===== src/rtl/apb_pkg.sv =====
// apb_pkg: bus widths, FSM state codes and the ID register address shared by the APB slave and master.
package apb_pkg;
   localparam int ADDR_W = 4;
   localparam int DATA_W = 16;
   localparam logic ST_IDLE   = 1'b0;
   localparam logic ST_ACCESS = 1'b1;
   localparam logic [ADDR_W-1:0] ID_ADDR = 4'hF;
endpackage


===== src/rtl/apb_slave_regs.sv =====
// apb_slave_regs: 15 x 16-bit R/W register file with a read-only ID word at ID_ADDR.
module apb_slave_regs
   import apb_pkg::*;
#(
   parameter logic [DATA_W-1:0] ID_VAL = 16'hAB01
) (
   input  logic              pclk,
   input  logic              preset,
   input  logic              we,
   input  logic [ADDR_W-1:0] addr,
   input  logic [DATA_W-1:0] wdata,
   output logic [DATA_W-1:0] rdata
);
   logic [DATA_W-1:0] mem [0:14];
   always_ff @(posedge pclk) begin
      if (preset) begin
         for (int i = 0; i < 15; i++) mem[i] <= '0;
      end else if (we && addr != ID_ADDR) begin
         mem[addr] <= wdata;
      end
   end
   assign rdata = (addr == ID_ADDR) ? ID_VAL : mem[addr];
endmodule


===== src/rtl/apb_slave.sv =====
// apb_slave: APB slave FSM with programmable wait states in front of the apb_slave_regs storage.
module apb_slave
   import apb_pkg::*;
#(
   parameter int                WAIT_CYCLES = 2,
   parameter logic [DATA_W-1:0] ID_VAL      = 16'hAB01
) (
   input  logic              pclk,
   input  logic              preset,
   input  logic              psel,
   input  logic              penable,
   input  logic [ADDR_W-1:0] paddr,
   input  logic              pwrite,
   input  logic [DATA_W-1:0] pwdata,
   output logic              pready,
   output logic [DATA_W-1:0] prdata,
   output logic              pslverr
);
   logic              state;
   logic [3:0]        cnt;
   logic [ADDR_W-1:0] addr_q;
   logic              wr_q;
   logic [DATA_W-1:0] wdata_q;
   logic [DATA_W-1:0] rdata;
   assign pready  = state == ST_ACCESS && psel && penable && cnt == 4'd0;
   assign prdata  = (pready && !wr_q) ? rdata : '0;
   assign pslverr = pready && wr_q && addr_q == ID_ADDR;
   // Dropping psel mid-access is an abort; completion also returns to IDLE so a setup can follow immediately.
   always_ff @(posedge pclk) begin
      if (preset) begin
         state   <= ST_IDLE;
         cnt     <= '0;
         addr_q  <= '0;
         wr_q    <= 1'b0;
         wdata_q <= '0;
      end else if (state == ST_IDLE) begin
         if (psel && !penable) begin
            state   <= ST_ACCESS;
            cnt     <= 4'(WAIT_CYCLES);
            addr_q  <= paddr;
            wr_q    <= pwrite;
            wdata_q <= pwdata;
         end
      end else if (!psel || pready) begin
         state <= ST_IDLE;
      end else if (penable && cnt != 4'd0) begin
         cnt <= cnt - 4'd1;
      end
   end
   apb_slave_regs #(.ID_VAL(ID_VAL)) u_regs (
      .pclk  (pclk),
      .preset(preset),
      .we    (pready && wr_q),
      .addr  (addr_q),
      .wdata (wdata_q),
      .rdata (rdata)
   );
endmodule

===== config.mk =====
export PLATFORM = sky130hd
export DESIGN_NAME = apb_slave
export DESIGN_NICKNAME = d
export VERILOG_FILES = /design/src/rtl/apb_pkg.sv /design/src/rtl/apb_slave_regs.sv /design/src/rtl/apb_slave.sv
export SDC_FILE = /design/constraint.sdc
export NUM_CORES = 1
export LEC_CHECK = 0
export BUFFER_PORTS_ARGS = -buffer_cell sky130_fd_sc_hd__buf_2
export CELL_PAD_IN_SITES_DETAIL_PLACEMENT = 0
export CELL_PAD_IN_SITES_GLOBAL_PLACEMENT = 2
export CORE_MARGIN = 10
export CORE_UTILIZATION = 31
export DETAILED_ROUTE_END_ITERATION = 12
export GPL_TIMING_DRIVEN = 0
export PLACE_DENSITY = 0.63
export SLEW_MARGIN = 0
export SYNTH_ARGS = -nofsm -noshare
export SYNTH_HDL_FRONTEND = slang
export SYNTH_SLANG_ARGS = --single-unit
export TNS_END_PERCENT = 30

===== constraint.sdc =====
create_clock -name pclk -period 4.9 [get_ports pclk]
set_input_delay 0.98 -clock pclk [delete_from_list [all_inputs] [get_ports pclk]]
set_output_delay 0.98 -clock pclk [all_outputs]
set_load 0.01 [all_outputs]

======== Word level (Yosys, flattened, before mapping) ========
Memories as Yosys holds them, arrays and structs flattened. A register that Yosys moved wholly into a read port is not among the register bits.
Cells that the tools add are included.
word-level totals
  flip-flop bits (word level) ............. 26
  RAM bits ................................ 240
  output and inout port bits .............. 18
  memories kept ........................... 1
memories
  name        words  width  read ports  clocked after memory_dff  wr ports  line                  text
  u_regs.mem  15     16     1           1                         15        apb_slave_regs.sv:14  logic [DATA_W-1:0] mem [0:14];
operators by class
  add/sub/neg operators ................... 1
  eq/ne operators ......................... 4
  multiplexer cells ....................... 19
  bitwise gates (word level) .............. 1
  reductions and logical operators ........ 19
operators with widths
  kind                 number
  $mux 16              3
  $mux 4               7
  $reduce_or 16->1     1
  $logic_and 1x1->1    9
  $mux 1               9
  $eq 4x4->1 const B   1
  $logic_not 4->1      1
  $ne 4x4->1 const B   1
  $reduce_bool 4->1    1
  $sub 4x1->4 const B  1
  $logic_not 1->1      3
  $reduce_and 3->1     1
  $ne 2x1->1 const B   1
  $ne 2x2->1 const B   1
  $reduce_and 2->1     1
  $reduce_bool 2->1    1
  $logic_or 1x1->1     1
  $not 1->1            1

======== Logic depth before layout (Yosys ltp) ========
Gate-level depths: netlist of the first run.
  word-level depth ........................ 10
  mapped depth ............................ 7
  mapped depth without buffers ............ 6

======== Hierarchy ========
A second synthesis of the first run with hierarchy kept.
unflattened totals
  cell total of the unflattened synthesis .. 887
  area, all modules ....................... 12311.8 um^2
by module, submodules not included
  module          times used  cells each  area an instance (um^2)  sequential area each (um^2)
  apb_slave_regs  1           739         11139.4                  7206.9
  apb_slave       1           148         1172.4                   520.5

======== Worst setup path before layout of the first run ========
No wires, ideal clock.
  path type ............................... input to register
  start ................................... in preset
  end ..................................... mem u_regs.mem[10][0] (enable)
  setup time .............................. 0.411 ns
  data arrival time ....................... 2.771 ns
  required time ........................... 4.489 ns
  slack ................................... 1.718 ns
  stages .................................. 4
  path buffers ............................ 1
  cell sequence ........................... clkbuf_1 nor3b_1 nand3_2 o21ai_0
RTL lines
  item             line                  text
  start, declared  apb_slave.sv:9        input logic preset,
  end, declared    apb_slave_regs.sv:14

======== Worst setup path in the final report of the first run ========
  start ................................... reg cnt[0]
  end ..................................... out prdata[3]
between the ends
  word-level cells in the longest chain between the ends .. 4
RTL lines
  item                    line             text
  start, declared         apb_slave.sv:20  logic [3:0] cnt;
  start signal, assigned  apb_slave.sv:39  cnt <= 4'(WAIT_CYCLES);
  start signal, assigned  apb_slave.sv:47  cnt <= cnt - 4'd1;
  $logic_not 4->1         apb_slave.sv:25  assign pready = state == ST_ACCESS && psel && penable && cnt == 4'd0;
  $logic_and 1x1->1       apb_slave.sv:25
  $logic_and 1x1->1       apb_slave.sv:26  assign prdata = (pready && !wr_q) ? rdata : '0;
  $mux 16                 apb_slave.sv:26
  end, declared           apb_slave.sv:16  output logic [DATA_W-1:0] prdata,
Every way passes these cells.

==> summary.txt, run 1 <==
status - finished clean
unrepaired setup endpoints after global routing - false
Ports - 43
CP peak stage delay - 430 ps
met2 usage - 0.224
CP Max Fanout - 10
Critical Path RT - 3920 ps
Max VDD drop - 186 µV
Seq/Total Area, Yosys - 0.646
mux cell area share after synthesis - 0.140
Antenna Cells - 0
chip height - 223 µm
compound-cell area share of the yosys netlist - 0.0242
Final Cycle Share - 0.825
core area - 0.0408 mm²
Gate Count Post-Synth - 845
Startpoint Class - flop
initial antenna violation count - 2
port buffer count - 41
Synth Area in Adders - 0.000975
Skew-Pair Late Insertion Delay - 510 ps
Worst-path clk slew - 60 ps
total track usage - 0.139
max-cap violations - 0
HPWL Detailed - 24300 µm
WL/cell - 23.2 µm
crit-path cells - inv_1 > ha_1 > nor3b_4 > nand3b_4 > or3_1 > buf_1 > o22ai_1 > buf_2
cell row count - 74
Setup Total Neg Slack - 0 ps
CTS tree - built
Routed Antenna Nets - 0
share of cells above drive strength 1 - 0.224
Post-CTS Setup Repair Bufs - 0
min cycle time layout - 4040 ps
CTS Hold Bufs - 0
Seq cells post-synth - 286
Hold Crit Class - reg2reg
Slew Viols, Final - 0
post-CTS sizing - 0
DRC errors left - 0
PwrDens - 374 mW/mm²
Warnings, synthesis - 0
Max H-tree Level - 2
async set or reset register ratio after synthesis - 0
Buf/Inv on CP - 3
Nets - 972
Slew @ Worst Pin - 960 ps
CP Class - reg2out
crit-path leading delay family - simple AND/OR/NAND/NOR gates
slack of the critical path - 857 ps
DR vias - 7119
Peak Freq - 247 MHz
post-place setup slack - 928 ps
Area Overhead vs Synth - 17.3%
global routing's busiest layer - met2
TritonRoute pass-1 iters - 4
Worst path slowest cell - nor3b_4
DRT Wirelength - 34800 µm
Final setup viols - 0
via/cell ratio - 4.74
largest net degree at the start of global routing - 17
largest family of logic cells by synthesized area - simple AND/OR/NAND/NOR gates
CTS buffer count - 35
fillcell total - 3897
Leakage Power - 5.41 nW
Starting DRT DRC Count - 501
GRT overflow - 0
clk_skew - 9.58 ps
root buffer cell - clkbuf_16
library cells used by synthesis - 41
Initial Util - 0.314
die width - 223 µm
met1 GRT Util - 0.193
Worst Path Arrival - 3060 ps
Synth Area in Simple Gates - 0.166
GP Congestion - 0.727
CP endpoint kind - primary output
syn avg cell area - 15.2 µm²
CTS Sinks - 286
first-pass GRT wire length - 51200 µm
die area - 0.0499 mm²
XOR/XNOR share of the synthesized area - 0
Syn Std Cell Area - 0.0128 mm²
EDFF count, synth - 256
top_reg_cell synth - edfxtp_1
CTS max path bufs - 3
vias in the first global route - 7524
GR Util met3 - 0.0237
Slew HR - 0.360
final hold violations - 0
[final timing paths]
path	slack, ps	from	to	depth (start not counted)
min reg2reg	500	cnt[0]	cnt[0]	2
max reg2reg	2110	cnt[0]	u_regs.mem[10][14]	7
min	500	cnt[0]	cnt[0]	2
max	860	cnt[0]	prdata[3]	8
[through the flow]
| stage | area, µm² | std cells | utilization | power (mW) | hold slack (ps) |
|---|---|---|---|---|---|
| 6_report | 15100 | 1502 | 0.369 | 5.62 | 495 |
| 4_1_cts | 15100 | 1502 | 0.369 | 5.69 | 501 |
| 5_1_grt | 15100 | 1502 | 0.369 | 5.80 | 552 |
| 2_1_floorplan | 12900 | 860 | - | 3.00 | 458 |
| 3_5_place_dp | 13900 | 1441 | 0.341 | 3.15 | 492 |
| 3_3_place_gp | 13800 | 1433 | 0.337 | 3.13 | 489 |
[per-layer routing]
layer,wire length (µm),share of wire,up-vias
met4,518,0.015,0
met3,1440,0.041,44
met2,16200,0.47,136
met1,16600,0.48,3613
li1,-,-,3326
met5,0,0,-
[flip-flops by register name, indices dropped and copies added, names as in the netlist, named ones only]
name,cells
u_regs.mem,256
wdata_q,16
addr_q,4
cnt,4
state,1
wr_q,1
[cell usage in the layout, fill, tap and decap left out, types with 10 or more instances in the layout]
master / n
a21oi_1: 24
and2_1: 240
buf_2: 59
clkbuf_1: 45
clkbuf_16: 37
conb_1: 16
dfxtp_1: 30
edfxtp_1: 256
mux2i_1: 32
mux4_2: 63
nand2_1: 46
nor2_1: 13
o22ai_1: 10
[worst register-to-register path: cells and delay by family (launching register included)]
kind	cells	cell delay, ps
AND/OR/NAND/NOR	4	1620
buffers and inverters	2	550
flip-flops	1	320
adder cells (fa/ha/maj)	1	180
[where the power goes]
group          internal [mW]  switching [mW]
Clock                   1.54           0.997
Sequential              2.73          0.0433
Combinational          0.122           0.183
Total                   4.40            1.22
[synthesized netlist by cell type, types with 3 or more instances]
cell / n / area, µm²
clkbuf_2: 5 / 25.0
clkbuf_1: 32 / 120
dfxtp_1: 30 / 601
a221oi_1: 5 / 43.8
a21oi_1: 24 / 120
or2_2: 9 / 56.3
o22ai_1: 10 / 62.6
buf_6: 3 / 33.8
and2_1: 240 / 1500
o21ai_0: 10 / 50.1
edfxtp_1: 256 / 7690
mux2i_1: 32 / 320
mux4_2: 63 / 1420
nor2_1: 13 / 48.8
or3_1: 5 / 31.3
buf_2: 18 / 90.1
inv_1: 5 / 18.8
nor3_4: 7 / 114
nand3_1: 4 / 20.0
nand2_1: 46 / 173
[area by class of cell]
class,count,area (µm²),area share
flip-flops and latches,286,8290,0.551
multi-input cells,509,4330,0.288
clock buffers,50,975,0.0648
well taps,532,666,0.0442
repair buffers,49,363,0.0241
plain buffers,60,277,0.0184
clock inverters,11,134,0.00890
inverters,5,18.8,0.00125
[logic make-up (layout without fill, tap and decap cells)]
kind of cell,after synthesis,after routing
simple gates,342,342
flops,286,286
mux,97,97
buf+inv,65,175
compound gates,53,53
fa+ha+maj,1,1
other cells,1,16
(Power assumes the default switching activity.)
==> inputs of run 2 (changes only) <==
--- a/config.mk
+++ b/config.mk
@@ -5,6 +5,7 @@
 export SDC_FILE = /design/constraint.sdc
 export NUM_CORES = 1
 export LEC_CHECK = 0
+export ABC_AREA = 1
 export BUFFER_PORTS_ARGS = -buffer_cell sky130_fd_sc_hd__buf_2
 export CELL_PAD_IN_SITES_DETAIL_PLACEMENT = 0
 export CELL_PAD_IN_SITES_GLOBAL_PLACEMENT = 2
@@ -12,7 +13,7 @@
 export CORE_UTILIZATION = 31
 export DETAILED_ROUTE_END_ITERATION = 12
 export GPL_TIMING_DRIVEN = 0
-export PLACE_DENSITY = 0.63
+export PLACE_DENSITY = 0.7
 export SLEW_MARGIN = 0
 export SYNTH_ARGS = -nofsm -noshare
 export SYNTH_HDL_FRONTEND = slang
==> constraint.sdc (replaced) <==
create_clock -name pclk -period 4.05 [get_ports pclk]
set_input_delay 0.81 -clock pclk [delete_from_list [all_inputs] [get_ports pclk]]
set_output_delay 0.81 -clock pclk [all_outputs]
set_load 0.01 [all_outputs]
==> run 2 against run 1 <==
Compared with the run above: die area grew 2.0%; critical path depth grew 2; final cell count grew 34%; sequential share of layout area shrank 0.55 points; combinational power grew 110%; critical path type unchanged; critical endpoint is now prdata[4].
==> summary.txt, run 2 <==
status - finished clean
GRT overflow - 0 (unchanged)
Largest Register - u_regs.mem
HPWL Detailed - 32000 µm (+32%)
Hold Crit Class - reg2reg
Seq cells post-synth - 286 (unchanged)
Worst-path clk slew - 60 ps (about the same)
DRT Wirelength - 45200 µm (+30%)
Final setup viols - 0 (unchanged)
Setup Total Neg Slack - 0 ps (unchanged)
Worst Path Arrival - 3130 ps (+70 ps)
GP Congestion - 0.839 (+15%)
hold_ws - 426 ps (-68.7 ps)
Peak Freq - 254 MHz
CP Class - reg2out
chip height - 226 µm (+1.0%)
Critical Path RT - 3240 ps (-680 ps)
DRC errors left - 0 (unchanged)
PwrDens - 469 mW/mm² (+26%)
final hold violations - 0 (unchanged)
Slew Viols, Final - 0 (unchanged)
CTS Hold Bufs - 0 (unchanged)
Startpoint Class - flop
async set or reset register ratio after synthesis - 0 (unchanged)
Nets - 1466 (+51%)
library cells used by synthesis - 28 (-32%)
Synth top cells by count - nor2_1 (340), edfxtp_1 (256), nand2_1 (188)
Power Total - 7.13 mW (+27%)
Warnings, synthesis - 0 (unchanged)
top_reg_cell synth - edfxtp_1
Ports - 43 (unchanged)
DR vias - 9683 (+36%)
CTS buffer count - 34 (-2.9%)
Multi-input gate area - 0.00409 mm² (-5.7%)
final cell count without fillers - 2006 (+34%)
Max VDD drop - 262 µV (+41%)
total track usage - 0.177 (+0.0375)
min cycle time layout - 3940 ps
root buffer cell - clkbuf_16
Starting DRT DRC Count - 798 (+59%)
first-pass GRT wire length - 64900 µm (+27%)
die width - 226 µm (+1.0%)
post-synth top area share - 0.586 (-0.0131)
Slew @ Worst Pin - 1030 ps (+73.4 ps)
CTS tree - built
Skew-Pair Late Insertion Delay - 520 ps (about the same)
TritonRoute pass-1 iters - 5 (+1)
Seq/Total Area, Yosys - 0.632 (-0.0141)
Synth area leader - edfxtp_1
clk_skew - 13.9 ps (+4.28 ps)
Routed Antenna Nets - 0 (unchanged)
EDFF count, synth - 256 (unchanged)
Finished Cell Area - 0.0152 mm² (+1.0%)
Slew HR - 0.311 (-0.0489)
Post-DP Area - 0.0141 mm² (+0.81%)
CTS max path bufs - 3 (unchanged)
synth top area cells - edfxtp_1 (59%), nor2_1 (9.7%), nand2_1 (5.4%)
CP Max Fanout - 10 (unchanged)
Initial Util - 0.313 (-0.000818)
vias in the first global route - 9468 (+26%)
slack of the critical path - 105 ps (-751 ps)
most frequent cells in the layout - nor2_1 (340), edfxtp_1 (256), nand2_1 (188), nand3_1 (124)
Final Cycle Share - 0.974
die area - 0.0509 mm² (+2.0%)
fillcell total - 4221 (+8.3%)
commonest non-fill, non-tap cell in the layout - nor2_1
via/cell ratio - 4.83 (+1.8%)
number of flip-flops in the largest register - 256 (unchanged)
share of cells above drive strength 1 - 0.141 (-0.0832)
unrepaired setup endpoints after global routing - false
largest net degree at the start of global routing - 20 (+3)
max-cap violations - 0 (unchanged)
core area - 0.0419 mm² (+2.5%)
post-place setup slack - 364 ps (-564 ps)
Post-CTS Setup Repair Bufs - 0 (unchanged)
Area Overhead vs Synth - 15.9%
dpl cells - 1945 (+35%)
Max H-tree Level - 2 (unchanged)
Syn Std Cell Area - 0.0131 mm² (+2.2%)
syn avg cell area - 9.72 µm² (-36%)
top flop regs - u_regs.mem x256, wdata_q x16
top-count cell post-synth - nor2_1
Leakage Power - 5.85 nW (+8.0%)
CP endpoint kind - primary output
port buffer count - 42 (+2.4%)
WL/cell - 22.5 µm (-2.8%)
cell row count - 75 (+1.4%)
Gate Count Post-Synth - 1349 (+60%)
Final Util - 0.363 (-0.00537)
CTS Sinks - 286 (unchanged)
Storage cell area - 0.00829 mm² (unchanged)
initial antenna violation count - 0 (-2)
[run 2: changes by cell type after synthesis, sizes merged, moves of 9 or more]
cell	change
nor2	+384
and2	-240
nand2	+154
nand3	+127
inv	+92
o21ai	+84
mux4	-65
mux2i	-32
clkbuf	+21
o211ai	+11
a21oi	+10
o22ai	-10
buf	+9
[run 2: final cells by class]
cell class | count | area share
Antenna cell | 1 | 0.000165
Buffer | 88 | 0.0285
Tap cell | 539 | 0.0444
Multi-Input combinational cell | 890 | 0.269
Clock inverter | 13 | 0.00724
Inverter | 98 | 0.0242
Sequential cell | 286 | 0.545
Clock buffer | 49 | 0.0678
Timing Repair Buffer | 42 | 0.0138
[run 2: final timing paths]
kind	start	to	slack (ps)	depth (start not counted)
max reg2reg	cnt[0]	u_regs.mem[14][3]	1100	11
min reg2reg	wdata_q[6]	u_regs.mem[15][6]	430	0
min	wdata_q[6]	u_regs.mem[15][6]	430	0
max	flop	prdata[4]	110	10
[run 2: report_power, final]
part / switching [mW] / leakage, nW / internal [mW]
Combinational: 0.509 / 2.39 / 0.143
Clock: 1.22 / 0.568 / 1.89
Sequential: 0.0393 / 2.89 / 3.32
Total: 1.77 / 5.85 / 5.36
[run 2: critical path: stages, from the launching register on]
cell and delay, ps:
dfxtp_1 380, inv_2 80, buf_2 210, clkbuf_1 700, o21ai_0 390, nand3_1 180, nand2_1 80, nand2_1 60
nand2_1 80, nor2_1 260, buf_2 200
[run 2: kinds of logic (layout without fill, tap and decap cells)]
kind of cell / Yosys count / after routing / synth area share
AND/OR/NAND/NOR: 733 / 733 / 0.250
AO/OA/AOI/OAI: 140 / 140 / 0.0556
flip-flops: 286 / 286 / 0.632
buffers and inverters: 188 / 290 / 0.0608
other: 1 / 17 / 0.000286
adder cells (fa/ha/maj): 1 / 1 / 0.000954
[run 2: timing repair]
| action | 4_1_cts | 5_1_grt |
|---|---|---|
| endpoints found under the setup margin | 3 | 6 |
| hold endpoints to repair | 0 | 0 |
| resized for setup | 1 | 5 |
| cloned | 0 | 0 |
[run 2: layer usage]
| metal | vias up | routed length (µm) | part of all wire | GRT usage |
|---|---|---|---|---|
| met5 | - | 0 | 0 | 0 |
| met1 | 4749 | 20700 | 0.46 | 0.235 |
| li1 | 4633 | - | - | - |
| met4 | 0 | 863 | 0.019 | 0.0397 |
| met2 | 243 | 21500 | 0.48 | 0.299 |
| met3 | 58 | 2130 | 0.047 | 0.0249 |
==> inputs of run 3 (changes only) <==
--- a/config.mk
+++ b/config.mk
@@ -10,10 +10,10 @@
 export CELL_PAD_IN_SITES_DETAIL_PLACEMENT = 0
 export CELL_PAD_IN_SITES_GLOBAL_PLACEMENT = 2
 export CORE_MARGIN = 10
-export CORE_UTILIZATION = 31
+export CORE_UTILIZATION = 40
 export DETAILED_ROUTE_END_ITERATION = 12
 export GPL_TIMING_DRIVEN = 0
-export PLACE_DENSITY = 0.7
+export PLACE_DENSITY = 0.85
 export SLEW_MARGIN = 0
 export SYNTH_ARGS = -nofsm -noshare
 export SYNTH_HDL_FRONTEND = slang
==> run 3 against run 2 <==
Compared with the run above: fmax barely moved; sequential share of layout area rose by 0.59 points; first-iteration DRC count rose by 14%; clock skew fell by 2.6 ps; final area fell by 1.1%; die area fell by 21%; sequential power barely moved; flip-flop and latch count did not move; final cell count fell by 4.8%; total power fell by 1.4%; via count rose by 2.1%; critical endpoint is now prdata[12]; largest cell class unchanged.
==> summary.txt, run 3 (same netlist as run 2, synthesis figures left out) <==
Nets - 1467 (+0.068%)
final cell count without fillers - 1909 (-4.8%)
GP Congestion - 0.889 (+6.1%)
clk_skew - 11.3 ps (-2.57 ps)
Routed Antenna Nets - 0 (unchanged)
min cycle time layout - 3950 ps (+1.21 ps)
number of flip-flops in the largest register - 256 (unchanged)
Startpoint Class - flop
DRT Wirelength - 41900 µm (-7.3%)
root buffer cell - clkbuf_16
first-pass GRT wire length - 61500 µm (-5.2%)
Initial Util - 0.404 (+0.0907)
Post-CTS Setup Repair Bufs - 0 (unchanged)
TritonRoute pass-1 iters - 5 (unchanged)
Post-DP Area - 0.0139 mm² (-0.86%)
slack of the critical path - 104 ps (-1.21 ps)
Setup Total Neg Slack - 0 ps (unchanged)
cell row count - 66 (-12%)
Worst Path Arrival - 3140 ps (about the same)
total track usage - 0.204 (+0.0270)
CTS buffer count - 35 (+2.9%)
Peak Freq - 253 MHz (about the same)
Max VDD drop - 357 µV (+37%)
R2R setup slack - 1160 ps (+60 ps)
Sw Ratio - 0.246 (-0.00229)
top flop regs - u_regs.mem x256, wdata_q x16
CTS Hold Bufs - 0 (unchanged)
port buffer count - 42 (unchanged)
Final Cycle Share - 0.974 (about the same)
Slew HR - 0.276 (-0.0352)
Largest Register - u_regs.mem
initial antenna violation count - 0 (unchanged)
Comb pwr share - 0.089 (-0.002)
Worst path slowest cell - clkbuf_1
Starting DRT DRC Count - 909 (+14%)
clock share of power - 0.432 (-0.005)
Final setup viols - 0 (unchanged)
via/cell ratio - 5.18 (+7.3%)
commonest non-fill, non-tap cell in the layout - nor2_1
largest net degree at the start of global routing - 17 (-15%)
die area - 0.0404 mm² (-21%)
post-CTS sizing - 0 (-1)
Buf/Inv on CP - 4 (unchanged)
core area - 0.0325 mm² (-22%)
CTS tree - built
sequential power share - 0.478 (+0.007)
Antenna Cells - 0 (-1)
WL/cell - 21.9 µm (-2.6%)
Hold Crit Depth - 0 (unchanged)
DRC errors left - 0 (unchanged)
PwrDens - 468 mW/mm² (-0.30%)
Worst R2R Start - cnt[0]
dpl cells - 1848 (-5.0%)
reg2reg end - u_regs.mem[0][15]
DR vias - 9891 (+2.1%)
fillcell total - 3171 (-25%)
post-place setup slack - 544 ps (+181 ps)
Area Overhead vs Synth - 14.7%
Critical Path RT - 3240 ps (about the same)
status - finished clean
vias in the first global route - 9624 (+1.6%)
share of cells above drive strength 1 - 0.135 (-0.00555)
CTS Sinks - 286 (unchanged)
GRT overflow - 0 (unchanged)
Leakage Power - 5.81 nW (-0.58%)
Skew-Pair Late Insertion Delay - 510 ps (about the same)
Power Total - 7.03 mW (-1.4%)
WHS Endpoint - u_regs.mem[15][1]
CP Class - reg2out
Ports - 43 (unchanged)
crit-path cells - inv_1 > clkbuf_1 > clkbuf_1 > nand2_1 > nand3_1 > nand2_1 > nor2_1 > buf_2
Slew @ Worst Pin - 1090 ps (+52.8 ps)
Hold Crit Class - reg2reg
die width - 201 µm (-11%)
Worst-path clk slew - 60 ps (about the same)
Max H-tree Level - 2 (unchanged)
Slew Viols, Final - 0 (unchanged)
Worst Reg-to-Reg Cells - 11 (unchanged)
max-cap violations - 0 (unchanged)
CP peak stage delay - 800 ps (+100 ps)
final hold violations - 0 (unchanged)
HPWL Detailed - 29700 µm (-7.2%)
crit-path leading delay family - buffers and inverters
chip height - 201 µm (-11%)
CTS max path bufs - 3 (unchanged)
Finished Cell Area - 0.0150 mm² (-1.1%)
Worst Min Path Start - wdata_q[1]
switching power - 1.73 mW (-2.3%)
CP endpoint kind - primary output
most frequent cells in the layout - nor2_1 (340), edfxtp_1 (256), nand2_1 (188), nand3_1 (124)
unrepaired setup endpoints after global routing - false
P_int - 5.30 mW (-1.1%)
CP Max Fanout - 10 (unchanged)
[run 3: power groups by stage]
stage / clock [mW] / combinational [mW] / sequential (mW)
after floorplan: 0 / 0.377 / 3.41
after global placement: 0 / 0.631 / 3.42
after detailed placement: 0 / 0.633 / 3.42
after CTS: 3.05 / 0.635 / 3.36
after global routing: 3.17 / 0.685 / 3.37
final: 3.04 / 0.629 / 3.36
[run 3: worst reg2reg max path, cell delays in order (launching register included)]
cell and delay [ps]:
dfxtp_1 320, inv_1 80, ha_1 200, nand2_1 120, nor2_4 150, nand2_4 90, nor2_8 220, nand2_8 100
nor2_8 190, nand2_4 130, buf_6 220, nand2_1 700
[run 3: how the worst max path moves through the flow]
stage	from	end	slack, ps	cells past startpoint
2_1_floorplan	psel	prdata[10]	1330	7
3_3_place_gp	preset	u_regs.mem[14][10]	530	5
3_5_place_dp	preset	u_regs.mem[14][14]	540	5
4_1_cts	flop	prdata[14]	50	10
5_1_grt	flop	prdata[12]	10	8
6_report	flop	prdata[12]	100	8
[run 3: cell type report]
| class | count | area, µm² | area share |
|---|---|---|---|
| Inverter | 98 | 368 | 0.0245 |
| Clock inverter | 10 | 66.3 | 0.00441 |
| Clock buffer | 53 | 1050 | 0.0696 |
| Multi-Input combinational cell | 890 | 4090 | 0.272 |
| Tap cell | 442 | 553 | 0.0368 |
| Buffer | 88 | 422 | 0.0280 |
| Sequential cell | 286 | 8290 | 0.551 |
| Timing Repair Buffer | 42 | 210 | 0.0140 |
[run 3: through the flow]
stage | hold slack, ps | util
final | 427 | 0.463
after global routing | 434 | 0.463
after CTS | 427 | 0.464
after detailed placement | 414 | 0.429
after global placement | 410 | 0.429
after floorplan | 408 | -
[run 3: routing by layer]
metal  routed length (µm)  share of wire  global-route usage  up-vias
li1                     -              -                   -     4636
met1                18500           0.44               0.273     4846
met2                19700           0.47               0.335      355
met3                 2760          0.066              0.0323       54
met4                  973          0.023              0.0576        0
met5                    0              0                   0        -
